$ cat config.mk
export PLATFORM = sky130hd
export DESIGN_NAME = mp_add_seq
export DESIGN_NICKNAME = d
export VERILOG_FILES = /design/src/rtl/mp_add_seq.sv
export SDC_FILE = /design/constraint.sdc
export NUM_CORES = 1
export LEC_CHECK = 0
export CORE_MARGIN = 4
export CORE_UTILIZATION = 47
export CTS_CLUSTER_DIAMETER = 50
export CTS_CLUSTER_SIZE = 16
export DETAILED_ROUTE_END_ITERATION = 16
export PLACE_DENSITY = 0.76
export SYNTH_ARGS = -nofsm -noshare
export SYNTH_HDL_FRONTEND = slang
export SYNTH_SLANG_ARGS = --single-unit
$ cat constraint.sdc
create_clock -name clk -period 4 [get_ports clk]
set_input_delay 0.4 -clock clk [delete_from_list [all_inputs] [get_ports clk]]
set_output_delay 0.4 -clock clk [all_outputs]
set_load 0.005 [all_outputs]
$ cat src/rtl/mp_add_seq.sv
// ----------------------------------------------------------------------------
// mp_add_seq -- multi-precision add/subtract sequencer
//
// Time-shares a single 8-bit ripple-carry adder (ripple8bit) across the bytes
// of W = 8*NBYTES bit operands. One byte is processed per clock, LSB first,
// with the inter-byte carry held in a register. Subtraction is done as
// A + ~B + 1 by inverting B on capture and seeding the carry with 1.
//
// Parameters:
//   NBYTES   operand width in bytes, legal range 2..16 (default 4)
//
// Ports:
//   clk       in   rising-edge clock
//   rst       in   asynchronous active-high reset
//   start     in   command request, sampled only while idle
//   op_sub    in   0 = A+B, 1 = A-B
//   op_a      in   operand A (W bits), captured on accept
//   op_b      in   operand B (W bits), captured on accept
//   busy      out  high while a command is running or completing
//   done      out  one-cycle pulse when result is valid
//   result    out  W-bit sum/difference (registered, held until next command)
//   c_out     out  carry out of the MSB; for subtract 1 = no borrow
//   overflow  out  signed two's-complement overflow
//   zero      out  result is all-zero (only with MP_ADD_SEQ_ZERO_FLAG_EN)
//
// Build option: define MP_ADD_SEQ_ZERO_FLAG_EN to add the zero flag output.
// ----------------------------------------------------------------------------

// 8-bit ripple-carry adder; ovf is carry into bit 7 XOR carry out of bit 7.
module ripple8bit (
   input  logic [7:0] a,
   input  logic [7:0] b,
   input  logic       cin,
   output logic [7:0] sum,
   output logic       cout,
   output logic       ovf
);
   logic [8:0] c_s;

   // Bit-by-bit carry chain
   always_comb begin
      c_s    = 9'd0;
      sum    = 8'd0;
      c_s[0] = cin;
      for (int i = 0; i < 8; i++) begin
         sum[i]   = a[i] ^ b[i] ^ c_s[i];
         c_s[i+1] = (a[i] & b[i]) | (c_s[i] & (a[i] ^ b[i]));
      end
   end

   assign cout = c_s[8];
   assign ovf  = c_s[7] ^ c_s[8];
endmodule

module mp_add_seq #(
   parameter int NBYTES = 4
) (
   input  logic                  clk,
   input  logic                  rst,
   input  logic                  start,
   input  logic                  op_sub,
   input  logic [8*NBYTES-1:0]   op_a,
   input  logic [8*NBYTES-1:0]   op_b,
   output logic                  busy,
   output logic                  done,
   output logic [8*NBYTES-1:0]   result,
   output logic                  c_out,
   output logic                  overflow
`ifdef MP_ADD_SEQ_ZERO_FLAG_EN
   ,
   output logic                  zero
`endif
);
   localparam int W    = 8 * NBYTES;
   localparam int IDXW = $clog2(NBYTES);

   typedef enum logic [1:0] {
      ST_IDLE = 2'd0,
      ST_RUN  = 2'd1,
      ST_DONE = 2'd2
   } state_t;

   state_t           state_r;
   logic [W-1:0]     a_r;
   logic [W-1:0]     b_r;          // B already inverted for subtract
   logic [W-1:0]     result_r;
   logic             carry_r;
   logic [IDXW-1:0]  idx_r;
   logic             busy_r;
   logic             done_r;
   logic             c_out_r;
   logic             ovf_r;

   logic [IDXW+2:0]  base_s;       // bit offset of the current byte
   logic [7:0]       a_byte_s;
   logic [7:0]       b_byte_s;
   logic [7:0]       sum_s;
   logic             add_cout_s;
   logic             add_ovf_s;
   logic             last_s;

`ifdef MP_ADD_SEQ_ZERO_FLAG_EN
   logic [7:0]       zacc_r;       // OR of all byte sums produced so far
   logic             zero_r;
`endif

   assign base_s   = {idx_r, 3'b000};
   assign a_byte_s = a_r[base_s +: 8];
   assign b_byte_s = b_r[base_s +: 8];
   assign last_s   = (idx_r == IDXW'(NBYTES - 1));

   ripple8bit u_adder (
      .a    (a_byte_s),
      .b    (b_byte_s),
      .cin  (carry_r),
      .sum  (sum_s),
      .cout (add_cout_s),
      .ovf  (add_ovf_s)
   );

   // Sequencer FSM: command capture, per-byte accumulation and flag update
   always_ff @(posedge clk or posedge rst) begin
      if (rst) begin
         state_r  <= ST_IDLE;
         a_r      <= {W{1'b0}};
         b_r      <= {W{1'b0}};
         result_r <= {W{1'b0}};
         carry_r  <= 1'b0;
         idx_r    <= {IDXW{1'b0}};
         busy_r   <= 1'b0;
         done_r   <= 1'b0;
         c_out_r  <= 1'b0;
         ovf_r    <= 1'b0;
`ifdef MP_ADD_SEQ_ZERO_FLAG_EN
         zacc_r   <= 8'd0;
         zero_r   <= 1'b0;
`endif
      end else begin
         case (state_r)
            ST_IDLE: begin
               done_r <= 1'b0;
               if (start) begin
                  a_r     <= op_a;
                  b_r     <= op_sub ? ~op_b : op_b;
                  carry_r <= op_sub;           // +1 of the two's complement
                  idx_r   <= {IDXW{1'b0}};
                  busy_r  <= 1'b1;
                  state_r <= ST_RUN;
`ifdef MP_ADD_SEQ_ZERO_FLAG_EN
                  zacc_r  <= 8'd0;
`endif
               end else begin
                  busy_r  <= 1'b0;
                  state_r <= ST_IDLE;
               end
            end

            ST_RUN: begin
               result_r[base_s +: 8] <= sum_s;
               carry_r               <= add_cout_s;
               idx_r                 <= idx_r + IDXW'(1);
`ifdef MP_ADD_SEQ_ZERO_FLAG_EN
               zacc_r                <= zacc_r | sum_s;
`endif
               if (last_s) begin
                  c_out_r <= add_cout_s;
                  ovf_r   <= add_ovf_s;
                  done_r  <= 1'b1;
                  state_r <= ST_DONE;
`ifdef MP_ADD_SEQ_ZERO_FLAG_EN
                  // include the MSB byte, which is not yet in the accumulator
                  zero_r  <= ~|(zacc_r | sum_s);
`endif
               end else begin
                  done_r  <= 1'b0;
                  state_r <= ST_RUN;
               end
            end

            ST_DONE: begin
               done_r  <= 1'b0;
               busy_r  <= 1'b0;
               state_r <= ST_IDLE;
            end

            default: begin
               done_r  <= 1'b0;
               busy_r  <= 1'b0;
               state_r <= ST_IDLE;
            end
         endcase
      end
   end

   assign busy     = busy_r;
   assign done     = done_r;
   assign result   = result_r;
   assign c_out    = c_out_r;
   assign overflow = ovf_r;
`ifdef MP_ADD_SEQ_ZERO_FLAG_EN
   assign zero     = zero_r;
`endif

endmodule

; Yosys cells after proc, flatten, opt, wreduce, memory -nomap -nowiden
; Index checks and enable logic that the tools add are counted.
; Widths: inputs -> output; s select.
[totals]
regBits = 105
in_bits = 68
output_inout_bits = 36
word_cells = 79
[classes]
add_sub_neg = 2
n_eq_ne = 3
shift = 4
n_mux = 13
bitwise = 42
reduce_logical = 5
[ops]
columns = op, count
row1 = $shiftx 32x6->8, 2
row2 = $bwmux 32, 1
row3 = $mux 32, 1
row4 = $not 32->32, 1
row5 = $shift 8x7->32 const A, 1
row6 = $shiftx 8x7->32, 1
row7 = $xor 1x1->1, 17
row8 = $and 1x1->1, 16
row9 = $or 1x1->1, 8
row10 = $pmux 2 s2, 2
row11 = $neg 5->7, 1
row12 = $reduce_and 2->1, 3
row13 = $mux 1, 5
row14 = $mux 2, 2
row15 = $pmux 1 s2, 2
row16 = $add 2x1->2 const B, 1
row17 = $eq 2x1->1 const B, 1
row18 = $eq 2x2->1 const B, 1
row19 = $logic_not 2->1, 1
row20 = $ne 2x2->1 const B, 1
row21 = $reduce_bool 2->1, 1

; Logic depth before layout (Yosys ltp)
[logic_depth]
ltp_word = 19
mapped_depth = 17
depth_no_buf = 15

; Modules after synthesis
; A second synthesis with hierarchy kept.
[hier_totals]
cells_unflattened = 395
hier_area_um2 = 5295.1
[modules_own_cells]
columns = mod, instances, cells_per_inst, area_per_inst_um2, seq_area_each_um2
row1 = mp_add_seq, 1, 376, 5088.6, 2627.5
row2 = ripple8bit, 1, 19, 206.4, 0.0

; Worst setup path before layout
; OpenSTA, ideal clock, no wires.
[synth_path]
path_type = reg-to-reg
from = reg idx_r[0]
to = reg result_r[23] (netlist: result[23])
setup_time_ps = 125
t_arrival_ps = 4111
required_time_ps = 3875
setup_slack_ps = -236
stages_incl_launch_ff = 18
path_buffers = 2
synth_period_minus_slack_ps = 4236
cell_sequence = dfrtp_1 buf_6 buf_6 mux4_2 fa_1 fa_1 inv_1 fa_1 fa_1 fa_1 inv_1 fa_1 inv_1 fa_1 inv_1 fa_1 and4bb_2 mux2_2
[synth_via]
elab_chain_cells = 19
word_cells_on_any_way = 43
classes_between = 1 x add/sub / 4 x shift / 1 x mux / 37 x bitwise
[synth_lines]
columns = element, line
row1 = "start, declared", 88  ; logic [IDXW-1:0] idx_r;
row2 = "start signal, assigned", 129  ; idx_r <= {IDXW{1'b0}};
row3 = "start signal, assigned", 146  ; idx_r <= {IDXW{1'b0}};
row4 = "start signal, assigned", 161  ; idx_r <= idx_r + IDXW'(1);
row5 = $shiftx 32x6->8 (on tied branches), "108, 109"
row6 = $xor 1x1->1, "46, 47"
row7 = $and 1x1->1, 47  ; c_s[i+1] = (a[i] & b[i]) | (c_s[i] & (a[i] ^ b[i]));
row8 = $or 1x1->1, 47
row9 = $and 1x1->1, 47
row10 = $or 1x1->1, 47
row11 = $and 1x1->1, 47
row12 = $or 1x1->1, 47
row13 = [... 3 more ...], --
row14 = $or 1x1->1, 47
row15 = $and 1x1->1, 47
row16 = $or 1x1->1, 47
row17 = $and 1x1->1, 47
row18 = $or 1x1->1, 47
row19 = $xor 1x1->1, 46  ; sum[i] = a[i] ^ b[i] ^ c_s[i];
row20 = $shiftx 8x7->32, 159  ; result_r[base_s +: 8] <= sum_s;
row21 = $bwmux 32 (*), 159
row22 = "end signal, assigned", 127  ; result_r <= {W{1'b0}};
row23 = "end signal, assigned by index", 159
row24 = "end, declared", 86  ; logic [W-1:0] result_r;
; Mark *: on every way between the ends. The rest lies on a longest branch, timed or not.
; A chain may end at the register's enable or synchronous reset.

; Worst setup path after layout
; Same ends and word-level chain as after synthesis.

==> impl_metrics.json <==
{
  "max_cap_violations": 0,
  "finalCritPeriodShare_pct": 100,
  "grt_pass1_wl_microns": 19100,
  "required_ns": 4.23,
  "yosys_warnings": 0,
  "grt_use_total_pct": 18.7,
  "place_ws_ns": -0.0207,
  "via_count": 3292,
  "setup_viol_count_final": 1,
  "cp-end-kind": "flop",
  "r2r_cells": 15,
  "gp_congestion": 0.798,
  "wirelength_met1_microns": 5100,
  "cp_max_fo": 4,
  "cts_tree": "yes",
  "routed-wl-met3_microns": 558,
  "wl_per_cell_microns": 18.8,
  "place.port_buffers": 103,
  "viasPerCell": 5.43,
  "power.leakage_uw": 0.00287,
  "crit_end": "result[23]$_DFFE_PP0P_",
  "drc": 0,
  "cts.sinks": 105,
  "routed-wl-met2_microns": 5550,
  "fin_area_sq_um": 6790,
  "cts_root_buf": "clkbuf_16",
  "ys_ff_latch": 105,
  "tightest_slew_ns": 0.892,
  "synth_top_cell_by_area": "dfrtp_1",
  "relSlewSlack_pct": 40.6,
  "p_per_area_nw_per_um2": 902,
  "syn-num-nets": 441,
  "drive_gt1_share_pct": 32.8,
  "finalHoldViolations": 0,
  "gr-total-overflow": 0,
  "detail-route-antenna-nets": 0,
  "fin_hold_ws_ns": 0.482,
  "fmax_mhz": 249,
  "hold_buffers": 0,
  "start_util_pct": 48.6,
  "ys_seq_area_share_pct": 49.2,
  "grt_max_degree": 65,
  "timing_max_transition_violations_final": 0,
  "ys_types": 33,
  "topRoutingLayerUsed": "met4",
  "crit_start": "idx_r[0]$_DFFE_PP0P_",
  "stdcell_count": 606,
  "dp_hpwl_microns": 8460,
  "antenna_found_initial": 0,
  "hold_path_class": "in2async",
  "synthFlopType": "dfrtp_1",
  "rsz0062_at_grt": "yes",
  "yosys.cell_count.top_type": "dfrtp_1",
  "regToRegSetupSlack_ns": -0.01,
  "core-area_sq_um": 11000,
  "antenna_cells": 0,
  "path_clk_slew_ns": 0.07,
  "synth_edf_count": 0,
  "area_growth_pct": 27.0,
  "layout.nets": 543,
  "reg2reg_from": "idx_r[0]$_DFFE_PP0P_",
  "synth_cells": 359,
  "crit_type": "reg2reg",
  "violations": "setup timing",
  "rows": 38,
  "avgSynthCellArea_sq_um": 14.9,
  "grt_pass1_vias": 3577,
  "synthTopCellsByArea": "dfrtp_1, mux2_2, mux4_2",
  "numCtsBuffers": 9,
  "die_y_microns": 115,
  "die_w_microns": 115,
  "drt-total-wl_microns": 11400,
  "postLayoutSetupSlackWorst_ns": -0.0120,
  "drt_iter0_drc": 160,
  "final_core_util_pct": 61.8,
  "cts_max_path_buffers": 2,
  "synth_top_area_share_pct": 49.2,
  "vdd_drop_max_mv": 0.677,
  "r2r_end": "result[23]$_DFFE_PP0P_",
  "firstDrtPassIters": 5,
  "async_flop_share_pct": 100,
  "syn_area_sq_um": 5340,
  "die-area_sq_um": 13100,
  "worstSkewPairLatency_ns": 0.34,
  "cp_data_arrival_time_ns": 4.24,
  "skew_ns": 0.00398,
  "htreeDepth": 3,
  "status": "finished with violations",
  "placed_area_sq_um": 6460,
  "synth_common_cells": "dfrtp_1, mux2_2, xor2_1",
  "cp-start-kind": "flop",
  "dp_cells": 588,
  "num_io_pins": 104,
  "period_needed_ns": 4.01
}
==> layer usage <==
| layer | global-route usage, % | vias to the layer above |
|---|---|---|
| met2 | 29.8 | 90 |
| met4 | 5.62 | 0 |
| met1 | 26.2 | 1688 |
| met3 | 3.38 | 16 |
| met5 | 0 | - |
| li1 | - | 1498 |
==> flip-flops by register name (all words and copies together), names as in the netlist <==
signal / count
carry_r: 1
idx_r: 2
result: 32
a_r: 32
c_out: 1
busy: 1
overflow: 1
state_r: 2
b_r: 32
done: 1
==> worst max-delay path: stages (launching register included) <==
cell and delay (ns):
dfrtp_2 0.44, mux4_2 0.37, fa_2 0.20, fa_2 0.19, inv_2 0.04, fa_2 0.34
fa_2 0.35, fa_2 0.34, inv_2 0.06, fa_2 0.19, inv_2 0.04, fa_2 0.34
inv_2 0.07, fa_2 0.45, and4bb_2 0.25, mux2_4 0.25
==> how the worst min path moves through the flow <==
stage | cells past startpoint | slack [ns] | to
after floorplan | 1 | 0.48 | a_r[10]$_DFFE_PP0P_
after global placement | 1 | 0.48 | result[2]$_DFFE_PP0P_
after detailed placement | 1 | 0.48 | result[3]$_DFFE_PP0P_
after CTS | 1 | 0.50 | result[3]$_DFFE_PP0P_
after global routing | 1 | 0.52 | result[30]$_DFFE_PP0P_
final | 2 | 0.48 | result[29]$_DFFE_PP0P_
==> cell type report <==
| type | instances | area, sq um |
|---|---|---|
| Sequential cell | 105 | 2630 |
| Inverter | 16 | 62.6 |
| Fill cell | 885 | 4200 |
| Clock buffer | 12 | 256 |
| Multi-Input combinational cell | 212 | 2480 |
| Clock inverter | 4 | 51.3 |
| Timing Repair Buffer | 117 | 1130 |
| Tap cell | 140 | 175 |
==> cell usage in the layout (no fill, tap or decap), drive strengths merged, types with 5 or more instances in the layout <==
master	count
inv	16
ha	6
and2	7
fa	8
nor4b	5
clkbuf	12
a32o	15
mux2	83
mux4	16
dfrtp	105
xor2	32
clkdlybuf4s50	102
nor2b	8
and4b	5
buf	15
==> what timing repair did <==
action | 4_1_cts | 5_1_grt
setup buffers | 1 | 1
gates resized for setup | 3 | 0
setup endpoints to repair | 2 | 4
==> through the flow <==
step | power (uW) | TNS (ns)
final | 6120 | -0.0120
after CTS | 6150 | -0.0133
after global placement | 5110 | 0
after detailed placement | 5220 | -0.0207
after global routing | 6570 | -0.344
after floorplan | 4110 | -0.333
==> cells by family (layout without fill, tap and decap cells) <==
| kind of cell | Yosys count | in the layout | synth area share, % |
|---|---|---|---|
| buffers and inverters | 42 | 149 | 5.01 |
| AO/OA/AOI/OAI | 20 | 20 | 3.51 |
| AND/OR/NAND/NOR | 45 | 45 | 7.49 |
| multiplexers | 100 | 100 | 25.0 |
| XOR/XNOR | 33 | 33 | 5.41 |
| flip-flops | 105 | 105 | 49.2 |
| adder cells (fa/ha/maj) | 14 | 14 | 4.40 |
==> power breakdown <==
part           switching (uW)  total [uW]  internal (uW)  leakage, uW
Sequential                302        1840           1530      0.00130
Combinational            1540        3390           1850      0.00142
Clock                     381         901            520     0.000149
Total                    2220        6120           3900      0.00287
Power figures use the tool's default switching activity.
